**src/rtl/div_pkg.sv**
```systemverilog
// Shared types and defaults for the sequential restoring divider.
package div_pkg;

  localparam int DEFAULT_WIDTH = 4;

  typedef enum logic [1:0] {
    IDLE,
    RUN,
    DONE
  } state_t;

endpackage

```
**src/rtl/sub_step.sv**
```systemverilog
// One restoring-division trial subtraction: r - b computed as r + (~b + 1) in WIDTH+1 bits.
module sub_step #(
  parameter int WIDTH = 4
) (
  input  logic [WIDTH:0]   r,
  input  logic [WIDTH-1:0] b,
  output logic [WIDTH-1:0] diff,
  output logic             borrow
);

  logic [WIDTH:0] full;

  // r never exceeds 2*b-1 here, so the sign bit of the difference is the borrow
  assign full   = r + ~{1'b0, b} + {{WIDTH{1'b0}}, 1'b1};
  assign diff   = full[WIDTH-1:0];
  assign borrow = full[WIDTH];

endmodule

```
**src/rtl/seq_divider4.sv**
```systemverilog
// Sequential unsigned restoring divider: one quotient bit per cycle, MSB first.
// state | meaning
// IDLE  | waiting for start
// RUN   | iterating, busy high, start ignored
// DONE  | one-cycle done pulse, results valid and held
module seq_divider4
  import div_pkg::*;
#(
  parameter int WIDTH = DEFAULT_WIDTH
) (
  input  logic             clk,
  input  logic             rst,
  input  logic             start,
  input  logic [WIDTH-1:0] a,
  input  logic [WIDTH-1:0] b,
  output logic             busy,
  output logic             done,
  output logic [WIDTH-1:0] quotient,
  output logic [WIDTH-1:0] remainder,
  output logic             div_by_zero
);

  localparam int CNT_W = (WIDTH > 1) ? $clog2(WIDTH) : 1;
  localparam logic [CNT_W-1:0] CNT_LOAD = CNT_W'(WIDTH - 1);

  state_t           state_q;
  logic [CNT_W-1:0] cnt_q;
  logic [WIDTH-1:0] b_q;
  logic [WIDTH-1:0] work_q;
  logic [WIDTH-1:0] part_q;
  logic [WIDTH-1:0] quotient_q;
  logic [WIDTH-1:0] remainder_q;
  logic             dbz_q;
  logic             busy_q;
  logic             done_q;

  logic [WIDTH:0]   shifted;
  logic [WIDTH-1:0] diff;
  logic             borrow;
  logic [WIDTH-1:0] part_d;
  logic [WIDTH-1:0] work_d;

  // work_q starts as the dividend and fills with quotient bits from the right
  assign shifted = {part_q, work_q[WIDTH-1]};

  sub_step #(.WIDTH(WIDTH)) u_sub_step (
    .r      (shifted),
    .b      (b_q),
    .diff   (diff),
    .borrow (borrow)
  );

  always_comb begin
    part_d = diff;
    if (borrow) part_d = shifted[WIDTH-1:0];
    work_d = {work_q[WIDTH-2:0], ~borrow};
  end

  always_ff @(posedge clk) begin
    if (rst) begin
      state_q     <= IDLE;
      cnt_q       <= '0;
      b_q         <= '0;
      work_q      <= '0;
      part_q      <= '0;
      quotient_q  <= '0;
      remainder_q <= '0;
      dbz_q       <= 1'b0;
      busy_q      <= 1'b0;
      done_q      <= 1'b0;
    end else begin
      case (state_q)
        IDLE, DONE: begin
          state_q <= IDLE;
          busy_q  <= 1'b0;
          done_q  <= 1'b0;
          if (start) begin
            b_q    <= b;
            work_q <= a;
            part_q <= '0;
            cnt_q  <= CNT_LOAD;
            if (b == '0) begin
              state_q     <= DONE;
              done_q      <= 1'b1;
              quotient_q  <= '1;
              remainder_q <= a;
              dbz_q       <= 1'b1;
            end else begin
              state_q <= RUN;
              busy_q  <= 1'b1;
              dbz_q   <= 1'b0;
            end
          end
        end
        RUN: begin
          part_q <= part_d;
          work_q <= work_d;
          if (cnt_q == '0) begin
            state_q     <= DONE;
            busy_q      <= 1'b0;
            done_q      <= 1'b1;
            quotient_q  <= work_d;
            remainder_q <= part_d;
          end else begin
            cnt_q <= cnt_q - CNT_W'(1);
          end
        end
        default: begin
          state_q <= IDLE;
          busy_q  <= 1'b0;
          done_q  <= 1'b0;
        end
      endcase
    end
  end

  assign busy        = busy_q;
  assign done        = done_q;
  assign quotient    = quotient_q;
  assign remainder   = remainder_q;
  assign div_by_zero = dbz_q;

endmodule

```
**config.mk**
```make
export PLATFORM = sky130hd
export DESIGN_NAME = seq_divider4
export DESIGN_NICKNAME = d
export VERILOG_FILES = /design/src/rtl/div_pkg.sv /design/src/rtl/sub_step.sv /design/src/rtl/seq_divider4.sv
export SDC_FILE = /design/constraint.sdc
export NUM_CORES = 1
export LEC_CHECK = 0
export ABC_CLOCK_PERIOD_IN_PS = 6550
export CELL_PAD_IN_SITES_DETAIL_PLACEMENT = 1
export CELL_PAD_IN_SITES_GLOBAL_PLACEMENT = 1
export CORE_AREA = 2 2 57 59
export CTS_BUF_LIST = sky130_fd_sc_hd__clkbuf_4
export DETAILED_ROUTE_END_ITERATION = 8
export DIE_AREA = 0 0 59 61
export MAX_ROUTING_LAYER = met4
export PLACE_DENSITY_LB_ADDON = 0.1
export SLEW_MARGIN = 10
export SYNTH_ARGS = -nofsm -noshare
export SYNTH_HDL_FRONTEND = slang
export SYNTH_SLANG_ARGS = --single-unit
```
**constraint.sdc**
```tcl
create_clock -name clk -period 6.55 [get_ports clk]
set_input_delay 1.965 -clock clk [delete_from_list [all_inputs] [get_ports clk]]
set_output_delay 1.965 -clock clk [all_outputs]
set_load 0.02 [all_outputs]
```
==> flow_metrics.env, run 1 <==
export IMPL_yosysTopAreaCell="dfxtp_1"
export IMPL_status="finished clean"
export IMPL_finalClockSkew_ns=0.00519
export IMPL_post_cts_setup_buffer_count=0
export IMPL_grt_overflow=0
export IMPL_drt_wl_total_um=2890
export IMPL_area_delta_synth_final_pct=19.5
export IMPL_required_ns=6.79
export IMPL_fin_crit_ns=3.81
export IMPL_slowest_delay_ns=0.68
export IMPL_yosysUniqueCellTypes=31
export IMPL_drt_iter0_drc=20
export IMPL_p_clk_share_pct=20.6
export IMPL_p_sw_mw=0.110
export IMPL_path_cells="clkdlybuf4s50_1 -> nor2b_1 -> nand2_1 -> nand2_1 -> nor2_1 -> a311oi_2"
export IMPL_place_hpwl_um=2210
export IMPL_p_int_mw=0.235
export IMPL_final_hold_viol_count=0
export IMPL_finalPower_mw=0.344
export IMPL_power_frac_seq_pct=52.4
export IMPL_root_buffer="clkbuf_4"
export IMPL_final_max_slew_violation_count=0
export IMPL_worst_path_stages=6
export IMPL_setup_viol=0
export IMPL_cp_arrival_ns=4.05
export IMPL_grt_max_degree=27
export IMPL_die_area_mm2=0.00360
export IMPL_post_cts_resize_count=0
export IMPL_syn_num_nets=166
export IMPL_drt_first_pass_iters=2
export IMPL_worstHoldStart="b_q[3]"
export IMPL_grtUsageTotal_pct=18.4
export IMPL_n_fill_cell=365
export IMPL_critPathMaxFanout=13
export IMPL_antenna_found_initial=0
export IMPL_ios=22
export IMPL_drive_gt1_share_pct=6.63
export IMPL_grt_first_pass_wirelength_um=4840
export IMPL_synth_cells=149
export IMPL_cts_clk_slew_worst_paths_ns=0.14
export IMPL_tritoncts="built"
export IMPL_crit_buf_inv=1
export IMPL_nNetsFinal=184
export IMPL_hold_class="flip-flop to flip-flop"
export IMPL_r2r_cells=8
export IMPL_end_kind="flip-flop"
export IMPL_avgSynthCellArea_um2=8.35
export IMPL_ys_warn_count=0
export IMPL_cp_common_cell="nand2_1"
export IMPL_viasPerCell=5.34
export IMPL_netlist_area_leader_share_pct=41.9
export IMPL_async_flop_share_pct=0
export IMPL_cts_buffer_depth=2
export IMPL_synth_main_ff_cell="dfxtp_1"
export IMPL_power_density_mw_per_mm2=232
export IMPL_vias=1063
export IMPL_worst_slew_pin_slew_ns=0.978
export IMPL_gp_congestion=0.719
export IMPL_critPathTopFamily="simple AND/OR/NAND/NOR gates"
export IMPL_cts_htree_levels=1
export IMPL_synth_edf_count=0
export IMPL_drtAntennaViolNets=0
export IMPL_drt_wirelength_per_cell_um=14.5
export IMPL_slew_headroom_pct=34.6
export IMPL_cts_sinks=26
export IMPL_fmax_mhz=262
export IMPL_dpl_cell_area_mm2=0.00146
export IMPL_syn_area_mm2=0.00124
export IMPL_die_h_um=61
export IMPL_combPwrFrac_pct=27.0
export IMPL_io_buffers=21
export IMPL_swShare_pct=31.8
export IMPL_core_area_mm2=0.00295
export IMPL_n_antenna_cell=0
export IMPL_initial_core_util_pct=42.1
export IMPL_rsz0062_at_grt="false"
export IMPL_hold_depth=2
export IMPL_yosysSeqAreaShare_pct=41.9
export IMPL_synth_seq_cells=26
export IMPL_ir_drop_v=0.000114
export IMPL_slowest_stage="nor2b_1"
export IMPL_drc=0
export IMPL_cts_buffers=3
export IMPL_clock_latency_ns=0.33
export IMPL_worstReg2RegStart="work_q[3]"
export IMPL_final_area_mm2=0.00149
export IMPL_first_global_vias=1054
export IMPL_cp_start_kind="input pin"
export IMPL_min_period_over_period_pct=58.2
export IMPL_p_leak_nw=0.554
export IMPL_fp_dieW_um=59
export IMPL_cts_hold_fix_buffers=0
export IMPL_synth_most_common_cell="nand2_1"
export IMPL_synthTopCellsByArea="dfxtp_1 42%, nand2_1 8.5%, nor2_1 6.9%, a21oi_1 5.6%, ha_1 5.0%"
export IMPL_synthTopCellsByCount="28 x nand2_1, 26 x dfxtp_1, 23 x nor2_1"
export IMPL_row_count=20
export IMPL_cap_violations=0
export IMPL_path_class="input pin to flip-flop"
export IMPL_finalSetupTns_ns=0
export IMPL_crit_start="start"
[registers in the layout (all words and copies together) (netlist names)]
| name | count |
|---|---|
| div_by_zero | 1 |
| cnt_q | 2 |
| work_q | 4 |
| done | 1 |
| remainder | 4 |
| state_q | 1 |
| busy | 1 |
| b_q | 4 |
| part_q | 4 |
| quotient | 4 |
[cells by family (layout without fill, tap and decap cells)]
group,after synthesis,count (layout),share of synthesized area [%]
AOI/OAI and AO/OA,29,29,16.9
adders and majority gates,6,6,6.64
buffers and inverters,16,33,5.23
DFF,26,26,41.9
xor gates and xnor gates,1,1,2.21
and+or+nand+nor,68,68,24.6
muxes,3,3,2.52
[layout by cell type, fill, tap and decap left out, drive strengths merged]
master         synthesis  routed
a211oi                 2       2
a21oi                 15      15
a22oi                  2       2
a311oi                 7       7
a31oi                  1       1
and2b                  1       1
clkbuf                 5       3
clkdlybuf4s50          0      21
clkinv                 0       1
dfxtp                 26      26
fa                     1       1
ha                     5       5
inv                    8       8
mux2                   1       1
mux2i                  2       2
nand2                 28      28
nand2b                 6       6
nand3                  1       1
nand3b                 1       1
nor2                  24      24
nor2b                  1       1
nor3                   5       5
nor4                   1       1
o211ai                 1       1
o22ai                  1       1
xor2                   1       1
[power groups by stage]
| stage | Clock (mW) | Combinational (mW) | Sequential, mW |
|---|---|---|---|
| 3_3_place_gp | 0 | 0.0914 | 0.183 |
| 3_5_place_dp | 0 | 0.0940 | 0.184 |
| 2_1_floorplan | 0 | 0.0580 | 0.189 |
| 5_1_grt | 0.0816 | 0.103 | 0.182 |
| 4_1_cts | 0.0735 | 0.0943 | 0.180 |
| 6_report | 0.0709 | 0.0931 | 0.180 |
[metrics by stage]
stage	util, %	hold WS, ns	setup slack, ns	cells
after global routing	50.3	0.502	2.59	199
final	50.3	0.476	2.74	199
after CTS	50.3	0.477	2.72	199
after global placement	49.4	0.448	2.50	195
after floorplan	-	0.436	3.61	149
after detailed placement	49.4	0.458	2.36	195
[routing by layer]
layer	global-route usage, %	vias to the layer above	wire, um
met3	2.35	5	97
li1	-	532	-
met5	-	-	0
met2	30.2	23	1370
met1	23.6	503	1380
met4	5.84	0	35
[path summary, 6_finish.rpt]
path / end / slack [ns]
setup / recovery: remainder[1] / 2.74
hold reg to reg: b_q[3] / 0.48
setup reg to reg: remainder[2] / 4.24
hold / removal: b_q[3] / 0.48
[tightest hold or removal path, stage by stage, from the launching register on]
cell and delay [ns]:
dfxtp_1 0.34, nand2_1 0.05, a21oi_1 0.05
[final cells by class]
cell class,count,area (um^2),area share [%]
inverters,8,30.0,2.02
clock inverters,1,3.75,0.253
multi-input cells,107,658,44.3
well taps,33,41.3,2.78
flip-flops and latches,26,520,35.0
repair buffers,21,210,14.1
clock buffers,3,22.5,1.52
(Power assumes the default switching activity.)
==> run 2: changes to the inputs <==
--- a/config.mk
+++ b/config.mk
@@ -5,13 +5,13 @@
 export SDC_FILE = /design/constraint.sdc
 export NUM_CORES = 1
 export LEC_CHECK = 0
-export ABC_CLOCK_PERIOD_IN_PS = 6550
+export ABC_CLOCK_PERIOD_IN_PS = 3250
 export CELL_PAD_IN_SITES_DETAIL_PLACEMENT = 1
 export CELL_PAD_IN_SITES_GLOBAL_PLACEMENT = 1
-export CORE_AREA = 2 2 57 59
+export CORE_AREA = 2 2 62 64
 export CTS_BUF_LIST = sky130_fd_sc_hd__clkbuf_4
 export DETAILED_ROUTE_END_ITERATION = 8
-export DIE_AREA = 0 0 59 61
+export DIE_AREA = 0 0 64 66
 export MAX_ROUTING_LAYER = met4
 export PLACE_DENSITY_LB_ADDON = 0.1
 export SLEW_MARGIN = 10
==> constraint.sdc (replaced) <==
create_clock -name clk -period 3.25 [get_ports clk]
set_input_delay 0.975 -clock clk [delete_from_list [all_inputs] [get_ports clk]]
set_output_delay 0.975 -clock clk [all_outputs]
set_load 0.02 [all_outputs]
==> run 2 against run 1 <==
Effect of this change: largest cell class unchanged; total power grew 130%; first-iteration DRC count shrank 5.0%; combinational power grew 110%; worst setup slack got worse by 1.8 ns; sequential power is 100% higher; core utilization shrank 6.6 points.
==> flow_metrics.env, run 2 (same netlist as run 1, synthesis figures left out) <==
export IMPL_status="finished clean"
export IMPL_root_buffer="clkbuf_4"
export IMPL_drt_first_pass_iters=4
export IMPL_cap_violations=0
export IMPL_cp_common_cell="nand2_1"
export IMPL_layout_commonest_cell="nand2_1"
export IMPL_required_ns=3.50
export IMPL_io_buffers=21
export IMPL_drt_wl_total_um=3110
export IMPL_rrSetupSlack_ns=0.92
export IMPL_ios=22
export IMPL_final_hold_viol_count=0
export IMPL_grt_overflow=0
export IMPL_power_density_mw_per_mm2=508
export IMPL_fp_dieW_um=64
export IMPL_cts_hold_fix_buffers=0
export IMPL_nNetsFinal=187
export IMPL_grt_first_pass_wirelength_um=5240
export IMPL_drive_gt1_share_pct=8.88
export IMPL_critPathMaxFanout=11
export IMPL_clock_latency_ns=0.34
export IMPL_cp_start_kind="input pin"
export IMPL_cts_sinks=26
export IMPL_grtUsageTotal_pct=16.6
export IMPL_drtAntennaViolNets=0
export IMPL_hold_depth=2
export IMPL_cts_htree_levels=1
export IMPL_cts_buffers=3
export IMPL_slew_headroom_pct=42.7
export IMPL_viasPerCell=4.93
export IMPL_hold_class="flip-flop to flip-flop"
export IMPL_drc=0
export IMPL_fin_crit_ns=2.35
export IMPL_finalPower_mw=0.790
export IMPL_p_leak_nw=0.581
export IMPL_initial_core_util_pct=35.0
export IMPL_finalSetupTns_ns=0
export IMPL_vias=1069
export IMPL_holdPathEnd="b_q[2]"
export IMPL_antenna_found_initial=0
export IMPL_first_global_vias=1134
export IMPL_ir_drop_v=0.000181
export IMPL_cts_buffer_depth=2
export IMPL_critPathTopFamily="simple AND/OR/NAND/NOR gates"
export IMPL_slowest_delay_ns=0.43
export IMPL_row_count=22
export IMPL_core_area_mm2=0.00355
export IMPL_cts_clk_slew_worst_paths_ns=0.14
export IMPL_r2r_cells=8
export IMPL_crit_buf_inv=1
export IMPL_n_antenna_cell=0
export IMPL_area_delta_synth_final_pct=24.9
export IMPL_post_cts_resize_count=0
export IMPL_worstReg2RegStart="work_q[3]"
export IMPL_min_period_over_period_pct=72.2
export IMPL_die_area_mm2=0.00422
export IMPL_final_cells=217
export IMPL_worstHoldStart="b_q[2]"
export IMPL_drt_wirelength_per_cell_um=14.3
export IMPL_cp_arrival_ns=2.60
export IMPL_setup_viol=0
export IMPL_final_cell_mix="28 x nand2_1, 26 x dfxtp_1, 23 x nor2_1, 21 x clkdlybuf4s50_1, 14 x a21oi_1"
export IMPL_fmax_mhz=426
export IMPL_grt_max_degree=23
export IMPL_final_max_slew_violation_count=0
export IMPL_tritoncts="built"
export IMPL_r2r_end="remainder[1]"
export IMPL_drt_iter0_drc=19
export IMPL_die_h_um=66
export IMPL_post_cts_setup_buffer_count=0
export IMPL_worst_slew_pin_slew_ns=0.858
export IMPL_dp_cells=213
export IMPL_finalClockSkew_ns=0.0114
export IMPL_gp_congestion=0.740
export IMPL_place_hpwl_um=2370
export IMPL_rsz0062_at_grt="false"
export IMPL_path_cells="clkdlybuf4s50_1 -> nor4_2 -> nand2_1 -> nand2_1 -> nor2_1 -> a311oi_2"
export IMPL_path_class="input pin to flip-flop"
export IMPL_slowest_stage="clkdlybuf4s50_1"
export IMPL_end_kind="flip-flop"
run 2: cell count changes in the layout (fill, tap and decap cells not counted), sizes merged:
cell | before | now
bufinv | 0 | 1
clkinv | 1 | 0
buf | 0 | 3
run 2: worst max path at each step:
stage | start | end | slack, ns | depth (start not counted)
floorplan | work_q[3] | remainder[2] | 1.15 | 8
global placement | b[1] | remainder[1] | 0.65 | 6
detailed placement | b[1] | remainder[0] | 0.55 | 6
CTS | b[1] | remainder[0] | 0.89 | 6
global route | work_q[3] | remainder[2] | 0.73 | 8
finish | b[1] | remainder[0] | 0.90 | 6
run 2: cell type report:
class / count / area, um^2
flip-flops and latches: 26 / 520
clock inverters: 1 / 30.0
fillers: 420 / 2000
inverters: 8 / 30.0
repair buffers: 24 / 233
well taps: 48 / 60.1
multi-input cells: 107 / 658
clock buffers: 3 / 22.5
run 2: stage by stage:
step / hold WS (ns) / utilization (%) / instance area [um^2] / setup slack [ns]
after floorplan: 0.436 / - / 1240 / 1.15
after global placement: 0.445 / 42.3 / 1500 / 0.647
after detailed placement: 0.451 / 42.3 / 1500 / 0.545
after CTS: 0.474 / 43.8 / 1550 / 0.885
after global routing: 0.498 / 43.8 / 1550 / 0.731
final: 0.469 / 43.8 / 1550 / 0.903
run 2: where the power goes:
group,internal (mW),leakage [nW],switching [mW]
Clock,0.125,0.0279,0.109
Combinational,0.0852,0.340,0.108
Sequential,0.346,0.213,0.0177
Total,0.556,0.581,0.234
run 2: worst min-delay path: stages (launching register included):
cell	delay, ns
dfxtp_1	0.34
nand2_1	0.05
a21oi_1	0.05
run 2: routing by layer:
metal	vias to the layer above	part of all wire, %	track usage (%)
met3	5	3.9	2.56
li1	541	-	-
met5	-	0	-
met4	0	1.5	6.52
met1	498	48	21.1
met2	25	47	26.4
==> edit 1, RTL diff (flow settings as in run 2) <==
Re-encode `state_t` (3 states) as one-hot, 3 bits wide.
--- a/src/rtl/div_pkg.sv
+++ b/src/rtl/div_pkg.sv
@@ -3,10 +3,10 @@
 
   localparam int DEFAULT_WIDTH = 4;
 
-  typedef enum logic [1:0] {
-    IDLE,
-    RUN,
-    DONE
+  typedef enum logic [2:0] {
+    IDLE = 3'b001,
+    RUN  = 3'b010,
+    DONE = 3'b100
   } state_t;
 
 endpackage
Behaviour: same outputs for any inputs over 10 cycles, from zero or initial values and one cycle with rst high; not proved beyond that.
==> edit 1 against run 2 <==
Sequential cell count grew 1. Non-clock buffer count stayed put. Critical path type is now reg -> reg. Cell area grew 4.3%. Wire length decreased by 0.58%. Clock power decreased by 34%. Worst setup slack worse by 0.042 ns. Total power down 16%. Area after synthesis up 7.0%. Largest power group unchanged.
==> edit 1: results (changes against run 2) <==
| Metric | Value |
|---|---|
| Status | complete, no violations |
| Distinct cells, synth | 43 (+39%) |
| Largest net degree at the start of global routing | 16 (-30%) |
| Multi-input combinational area share | 44.6% (+2.3 points) |
| GP Congestion | 0.774 (+4.6%) |
| Syn nets | 162 (-2.4%) |
| GR Util met2 | 29.7% (+3.3 points) |
| Slowest cell on the critical path | fa_1 |
| Initial DRC Count | 21 (+2) |
| R2R depth | 9 (+1) |
| Top cells by count, synth | dfxtp_1 (27), nand2_1 (22), nor2_1 (17) |
| Top post-synthesis cells by area | dfxtp_1 (41%), nand2_1 (6.2%), nor2_1 (4.8%), ha_1 (4.7%), a21oi_1 (4.1%) |
| Share of layout cells above drive strength 1 | 11.4% (+2.5 points) |
| Clk slew on worst S/H paths | around 0.15 ns |
| WL final | 3.09 mm (-0.58%) |
| Main combinational cell family by area after synthesis | compound AO/OA/AOI/OAI gates |
| Compound-Gate Fraction of Synth Area | 21.8% (+4.9 points) |
| Post-synthesis mux area share | 2.35% (-0.17 points) |
| Total Power | 0.662 mW (-16%) |
| Inverters | 9 (+1) |
| Slew headroom | 69.5% (+27 points) |
| Vias in the first global route | 1162 (+2.5%) |
| Sequential fraction of the synthesis area | 40.6% (-1.2 points) |
| Clk buf depth | 2 (unchanged) |
| Worst vdd ir | 0.000243 V (+35%) |
| Post-Synth Adder-Cell Area | 6.20% (-0.44 points) |
| CP endpoint | remainder[3] |
| Layout non-clock buf frac | 14.4% (-0.61 points) |
| Clock network area share | 1.85% (-1.5 points) |
| Hpwl dp | 2.45 mm (+3.5%) |
| # clk buffers | 4 (+1) |
| Met2 WL post-DR | 1.55 mm (+6.7%) |
| Multi-Input Combinational | 103 (-3.7%) |
| Met3 usage | 2.04% (-0.51 points) |
| Async S/R FF share, synth | 0% (unchanged) |
| Hold depth | 2 (unchanged) |
| First-pass GRT wire length | 5.50 mm (+5.0%) |
| Hold Worst Slack | 0.468 ns (-0.00109 ns) |
| Seq. cell area | 541 um2 (+3.8%) |
| Post-Route Skew | 0.00932 ns (-0.00208 ns) |
| Max incr delay on CP | 0.41 ns (-0.02 ns) |
| M1 WL | 1.47 mm (-1.6%) |
| Layout net count | 185 (-1.1%) |
| Arr. time, crit path | 2.65 ns (+0.05 ns) |
| Xor/xnor share of the synthesized area | 4.04% (+1.8 points) |
| Leak Pwr | 0.569 nW (-2.1%) |
| Crit-path max FO | 5 (-6) |
| Seq_cells | 27 (+3.8%) |
| Crit path from | work_q[3] |
| Total track usage | 17.1% (+0.57 points) |
| Largest delay share family, worst path | compound AO/OA/AOI/OAI gates |
| Vias per std cell | 5.14 (+4.4%) |
| Met1 usage | 21.4% (+0.23 points) |
| # fillers | 412 (-1.9%) |
==> edit 1: cell types whose count changed in the layout (fill, tap and decap cells not counted), moves of 4 or more <==
cell / delta
a311oi_1: -5
a211oi_2: +4
nand2b_1: -4
nor2_1: -6
nand2_1: -6
==> edit 1: worst register-to-register path: stages (launching register included) <==
cell      delay, ns
dfxtp_1        0.34
inv_1          0.09
ha_1           0.17
inv_1          0.06
fa_1           0.41
a21o_1         0.21
a21oi_4        0.22
xor2_4         0.25
mux2_2         0.41
a211oi_2       0.18
==> edit 1: per-stage QoR <==
step                      setup WS [ns]  cell area (um2)  cells
final                             0.862             1620    215
after global routing              0.714             1620    215
after detailed placement          0.654             1590    211
after CTS                         0.844             1620    215
after global placement            0.684             1590    211
after floorplan                    1.11             1330    145
==> edit 1: report_power, final <==
group          internal [mW]  total, mW  switching, mW  leakage (nW)
Combinational         0.0657      0.146         0.0802         0.330
Sequential             0.350      0.361         0.0112         0.221
Clock                 0.0564      0.155         0.0990        0.0184
Total                  0.472      0.662          0.190         0.569
==> edit 2, RTL diff (settings of run 2) <==
Without the edit above. Set the package constant `DEFAULT_WIDTH` to 8 (it was 4).
--- a/src/rtl/div_pkg.sv
+++ b/src/rtl/div_pkg.sv
@@ -1,7 +1,7 @@
 // Shared types and defaults for the sequential restoring divider.
 package div_pkg;
 
-  localparam int DEFAULT_WIDTH = 4;
+  localparam int DEFAULT_WIDTH = 8;
 
   typedef enum logic [1:0] {
     IDLE,
Interface: changed (resized a, b, quotient and remainder); port bits go from 22 to 38. No check against the original RTL was run, so the function may have changed too.
==> edit 2 against run 2 <==
The flow now stops in global placement without I/O. Area after synthesis is 100% higher. Synthesized cell count is 100% higher.
==> edit 2: results (changes against run 2) <==
| Metric | Value |
|---|---|
| First Err | [ERROR FLW-0024] Place density exceeds 1.0 (current PLACE_DENSITY_LB_ADDON =  0.1). Please check if the value of  PLACE_DENSITY_LB_ADDON is between 0 and 0.99. |
| Synthesis Warnings | 0 (unchanged) |
| Syn nets | 331 (+99%) |
| Ys flop type | dfxtp_1 |
| Fail Step | global placement without I/O |
| Top post-synthesis cells by area | dfxtp_1 (37%), nand2_1 (8.5%), ha_1 (5.0%), o221a_2 (3.6%), a21oi_1 (3.4%) |
| Sequential fraction of the synthesis area | 36.7% (-5.1 points) |
| Distinct cells, synth | 57 (+84%) |
| Async S/R FF share, synth | 0% (unchanged) |
| Top cells by count, synth | nand2_1 (57), dfxtp_1 (46), nor2_1 (20) |
| EDFF count, synth | 0 (unchanged) |
| Avg Cell Area, Syn | 8.33 um2 (-0.20%) |
| Yosys reg bits | 46 (+77%) |
| Status | aborted with a tool error |
## edit 2: cells by family after synthesis
kind of cell,share of synthesized area [%]
flip-flops,36.7
AND/OR/NAND/NOR,21.7
AO/OA/AOI/OAI,26.4
adder cells (fa/ha/maj),5.79
XOR/XNOR,2.45
multiplexers,0.848
buffers and inverters,6.09
